<file path="config.mk">
export PLATFORM = sky130hd
export DESIGN_NAME = jtframe_cen_pll
export DESIGN_NICKNAME = d
export VERILOG_FILES = /design/src/rtl/jtframe_cen_pll.sv
export SDC_FILE = /design/constraint.sdc
export NUM_CORES = 1
export LEC_CHECK = 0
export CAP_MARGIN = 20
export CORE_ASPECT_RATIO = 0.6
export CORE_MARGIN = 3
export CORE_UTILIZATION = 40
export CTS_CLUSTER_SIZE = 8
export DETAILED_ROUTE_END_ITERATION = 10
export MAX_ROUTING_LAYER = met4
export PLACE_DENSITY_LB_ADDON = 0.3
export SLEW_MARGIN = 20
export SYNTH_ARGS = -nofsm -noshare
export SYNTH_HDL_FRONTEND = slang
export SYNTH_SLANG_ARGS = --single-unit
</file>
<file path="constraint.sdc">
create_clock -name clk -period 6.5 [get_ports clk]
set_input_delay 1.3 -clock clk [delete_from_list [all_inputs] [get_ports clk]]
set_output_delay 1.3 -clock clk [all_outputs]
set_load 0.02 [all_outputs]
</file>
<file path="src/rtl/jtframe_cen_pll.sv">
// jtframe_cen_pll: CH fractional clock enables at clk*num/den with toggle outputs and a lock flag
module jtframe_cen_pll #(
    parameter int CH       = 4,
    parameter int CW       = 16,
    parameter int LOCK_CYC = 30,
    parameter int LCW      = 8,
    localparam int CHW     = (CH > 1) ? $clog2(CH) : 1
) (
    input  logic           clk,
    input  logic           rst_n,
    input  logic           cfg_we,
    input  logic [CHW-1:0] cfg_ch,
    input  logic [CW-1:0]  cfg_num,
    input  logic [CW-1:0]  cfg_den,
    input  logic           align,
    output logic [CH-1:0]  cen,
    output logic [CH-1:0]  tgl,
    output logic           locked
);
    logic [CW-1:0]  num_q[CH], num_d[CH], den_q[CH], den_d[CH], acc_q[CH], acc_d[CH];
    logic [CW:0]    sum[CH];
    logic [CH-1:0]  cen_q, cen_d, tgl_q, tgl_d, hit, go, fire;
    logic [LCW-1:0] lcnt_q, lcnt_d;
    logic           locked_q, locked_d, wr_ok, run;

    assign wr_ok = cfg_we && (32'(cfg_ch) < 32'(CH));
    // a valid write stalls every channel in the same cycle it lands
    assign run   = locked_q && !wr_ok;

    always_comb begin
        lcnt_d   = wr_ok ? '0 : locked_q ? lcnt_q : lcnt_q + 1'b1;
        locked_d = !wr_ok && (locked_q || lcnt_q == LCW'(LOCK_CYC - 1));
        for (int i = 0; i < CH; i++) begin
            hit[i]   = wr_ok && cfg_ch == CHW'(i);
            num_d[i] = hit[i] ? cfg_num : num_q[i];
            den_d[i] = hit[i] ? cfg_den : den_q[i];
            sum[i]   = {1'b0, acc_q[i]} + {1'b0, num_q[i]};
            go[i]    = run && !align && |num_q[i] && |den_q[i];
            fire[i]  = go[i] && sum[i] >= {1'b0, den_q[i]};
            // saturated ratios reset the phase so acc never reaches den
            acc_d[i] = !go[i] ? '0 : !fire[i] ? sum[i][CW-1:0] :
                       num_q[i] >= den_q[i] ? '0 : CW'(sum[i] - {1'b0, den_q[i]});
            cen_d[i] = fire[i];
            tgl_d[i] = (align || hit[i]) ? 1'b0 : tgl_q[i] ^ fire[i];
        end
    end

    always_ff @(posedge clk or negedge rst_n) begin
        if (!rst_n) begin
            for (int i = 0; i < CH; i++) begin
                num_q[i] <= '0;
                den_q[i] <= CW'(1);
                acc_q[i] <= '0;
            end
            cen_q    <= '0;
            tgl_q    <= '0;
            lcnt_q   <= '0;
            locked_q <= 1'b0;
        end else begin
            num_q    <= num_d;
            den_q    <= den_d;
            acc_q    <= acc_d;
            cen_q    <= cen_d;
            tgl_q    <= tgl_d;
            lcnt_q   <= lcnt_d;
            locked_q <= locked_d;
        end
    end

    assign cen    = cen_q;
    assign tgl    = tgl_q;
    assign locked = locked_q;
endmodule

</file>
Yosys cells after proc, flatten, opt, wreduce, memory -nomap -nowiden
Index checks and enable logic that the tools add are counted.
- $add $sub $neg: 9
- order comparisons: 8
- eq/ne operators: 5
- muxes and demuxes: 18
- bitwise gates (word level): 4
- reductions and logical operators: 35
- operators by type and width (operator ; count):
    $mux 16 ; 12
    $reduce_or 16->1 ; 8
    $add 16x16->17 ; 4
    $ge 17x16->1 ; 4
    $ge 16x16->1 ; 4
    $sub 16x16->16 ; 4
    $logic_and 1x1->1 ; 19
    $mux 8 ; 2
    $add 8x1->8 const B ; 1
    $eq 8x5->1 const B ; 1
    $logic_or 1x1->1 ; 5
    $eq 2x2->1 const B ; 2
    $mux 1 ; 4
    $xor 1x1->1 ; 4
    $eq 2x1->1 const B ; 1
    $logic_not 1->1 ; 2
    $logic_not 2->1 ; 1
    $ne 2x2->1 const B ; 1
- flip-flop bits (word level): 209
- logic and storage cells: 95

Depth between registers and ports, before layout
- depth after elaboration: 8
- mapped depth: 23
- mapped depth without buffers: 21

Worst setup path before layout
No wires, ideal clock.
- kind: reg-to-reg
- start: register num_q[32] in the netlist's numbering
- end: register acc_q[34] in the netlist's numbering
- library setup time: 0.078 ns
- data arrival time: 3.996 ns
- required time: 6.422 ns
- setup slack: 2.427 ns
- cell stages (with the launch flop): 23
- buffers on the path: 1
- cell sequence: dfrtp_1 > ha_1 > inv_1 > fa_1 > nor2b_1 > o21ai_1 > a21boi_2 > o21ai_0 > o21bai_1 > a21o_1 > a21oi_1 > xnor2_1 > ha_1 > and3_1 > nand2_1 > nor4_1 > or3_1 > or3_1 > o21ai_1 > nand2_1 > nor2_2 > buf_2 > o2bb2ai_1
- RTL lines (what ; line ; RTL):
    from (decl) ; 20 ; logic [CW-1:0] num_q[CH], num_d[CH], den_q[CH], den_d[CH], acc_q[CH], acc_d[CH];
    from (signal assigned) ; 60 ; num_q <= num_d;
    to (signal, indexed assignment) ; 53 ; acc_q[i] <= '0;
    to (signal assigned) ; 62 ; acc_q <= acc_d;
    to (decl) ; 20 ;

==> impl_results.md <==
- Status: completed
- Most frequent cells after synthesis: dfrtp_1, ha_1, nand2_1
- Post-route DRC: 0
- Adder-Cell Fraction of Synth Area: around 17%
- Worst min path class: flip-flop to flip-flop
- H-tree Lvls: 1
- RSZ-0062 raised after global routing: no
- Synth Area in Compound Gates: 17.6%
- Global-route wire length before repair: just under 70 mm
- Placed cell area: about 0.016 mm2
- Worst skew pair latency: between 0.5 and 0.6 ns
- Die ar.: 0.0404 mm2
- Synthesized area per cell: 9.52 um2
- Netlist cell types: 87
- Netlist Area Pre-Place: around 0.015 mm2
- Setup TNS: 0 ns
- Via Count: around 12000
- Synth warn: 0
- Drt via density: ~5.6
- Worst Path Max Fanout: 10
- Design area: 0.0171 mm2
- Clock Skew: 0.0162 ns
- WL/cell: 19.8 um
- Detailed Route WL: approximately 43 mm
- Pwr Total: ~5.2 mW
- R2r setup slk: approximately 1.5 ns
- Asr flop ratio synth: 100%
- Number of enable flip-flop cells after synthesis: 0
- Nets@finish: 1892
- Synth Flop Type: dfrtp_1
- Cell Pwr Density: 306 mW/mm2
- Placed cells: 2124
- DR pass1 iterations: 5
- Antenna Nets Post-Route: 0
- Tmin final: 4.99 ns
- Root buf cell: clkbuf_16
- Fin crit share: ~77%
- Synth Area in XOR/XNOR: 6.05%
- Port Buffers: 46
- Post-route insts no fill: 2180
- Initial antenna violation count: 0
- Worst setup EP type: flip-flop
- Vias in the first global route: approximately 12000
- Gr ovfl total: 0
- Clock slew at reported path FFs: 0.06 ns
- I/O pins: 47
- Data arrival, critical path: 5.48 ns
- Clk sinks: between 200 and 250
- Final setup vio count: 0
- Cell taking the most area after synthesis: dfrtp_1
- Final Wtd Congestion: 0.888
- Row count: between 50 and 60
- Crit Path Class: flip-flop to flip-flop
- Area Overhead vs Synth: 12.3%
- Ranking of synthesized cells by area: dfrtp_1, ha_1, mux2_2
- Die W: approximately 260 um
- # Max-Cap Violations: 0
- Num CTS Buffers: 30
- Slew Viols, Final: 0
- Post-synthesis mux area share: 5.92%
- Simple-gate share of the synthesized area: between 10% and 20%
- Share of cells above drive strength 1: 9.92%
- CTS resizes: 0
- Peak VDD IR: 219 uV
- Pin count of the biggest net entering global routing: approximately 170
- Post-DP HPWL: 33.4 mm
- GRT Total Usage: 21.8%
- Max_slew headroom: 25.7%
- Least-Margin Pin Slew: 1.11 ns
- Clk buf depth: 3
- Fin. Hold Viols: 0
- Die height: 157 um
- Fmax: 0.200 GHz
- Seq/Total Area, Yosys: 34.4%
- Most numerous cell in the Yosys netlist: dfrtp_1
- Leakage: 7.94 nW
- Synth top area share: 33.8%
- Hold-fix buffers at CTS: 0
- CTS tree: done
- Core Region: about 0.037 mm2
- Post-CTS Setup Repair Bufs: 0
- Hold Slack: just over 0.5 ns
- DRT iter0 DRCs: roughly 1100
- Syn_nets: approximately 1800
- Mapped Cells: between 1500 and 2000
- Critical Path Start Type: flip-flop
- Synth Register Bits: about 210
- Largest family of logic cells by synthesized area: compound AO/OA/AOI/OAI gates
- Worst EP required: 6.98 ns
- Effective utilization at floorplan: 41.2%
-- metal layers --
metal	global-route usage, %	share of wire (%)	routed length [um]	up-vias
li1	-	-	-	5886
met1	33.7	51	22100	5888
met2	28.4	38	16500	384
met3	5.63	9.2	3980	52
met4	3.62	1.6	701	0
met5	-	0	0	-
-- worst paths after layout --
kind,startpoint,endpoint,cells after the start
worst max-delay path,num_q[16],acc_q[31],21
worst min-delay path,den_q[32],den_q[32],2
worst max register to register,num_q[16],acc_q[31],21
worst min register to register,den_q[32],den_q[32],2
max in group asynchronous,rst_n,num_q[17],2
min in group asynchronous,rst_n,acc_q[55],1
-- power breakdown --
part / switching, mW / internal [mW]
registers: 0.181 / 1.45
clock network: 0.588 / 0.879
logic: 1.24 / 0.887
-- logic make-up after synthesis --
group | after synthesis
muxes | 80
AOI/OAI and AO/OA | 403
buffers and inverters | 149
adders and majority gates | 202
xor gates and xnor gates | 105
DFF | 209
and+or+nand+nor | 449
-- registers in the layout, indices dropped and copies added (netlist names) --
name / flops
acc_q: 64
den_q: 64
num_q: 64
lcnt_q: 8
cen: 4
tgl: 4
locked: 1
-- critical path: stages (launching register included) --
cell	delay, ns
dfrtp_1	0.41
ha_1	0.19
inv_1	0.05
fa_1	0.39
nor2b_1	0.18
o31a_1	0.20
o21bai_1	0.12
a21oi_1	0.26
a21oi_1	0.16
o21bai_1	0.14
a21oi_1	0.09
xnor2_1	0.16
ha_1	0.42
nand2_1	0.11
nor2_1	0.11
nand3_1	0.10
o31ai_1	0.26
a21oi_1	0.08
nand3_1	0.20
nand2b_1	0.26
nor2_1	0.74
a32o_1	0.29
-- through the flow --
| stage | worst slack [ns] | utilization [%] |
|---|---|---|
| after global placement | 1.68 | 43.9 |
| after floorplan | 2.43 | - |
| after global routing | 1.09 | 46.3 |
| final | 1.51 | 46.3 |
| after CTS | 1.57 | 46.3 |
| after detailed placement | 1.57 | 43.9 |
-- placed cells by master, fill, tap and decap left out, types with 8 or more instances in the layout --
cell,n
a21o_1,44
a21oi_1,111
a21oi_2,10
a22o_1,18
a31oi_1,10
and3_1,12
clkbuf_1,22
clkbuf_16,31
clkdlybuf4s50_1,45
dfrtp_1,205
fa_1,8
ha_1,194
inv_1,119
mux2_2,79
nand2_1,145
nand2b_1,19
nand3_1,34
nand3_2,10
nand4_1,28
nor2_1,78
nor2b_1,22
nor3_1,23
nor4_1,34
o21a_1,19
o21ai_0,92
o21bai_1,10
o2bb2ai_1,16
or3_1,13
xnor2_1,76
xor2_1,29
-- area by class of cell --
type,instances,area (um2)
fillers,3506,19800
multi-input cells,1239,9360
flip-flops and latches,209,5240
clock buffers,53,858
well taps,504,631
repair buffers,52,523
inverters,120,450
clock inverters,1,8.76
diodes,2,5.00
Note: power is estimated with default switching activity, not from simulation.
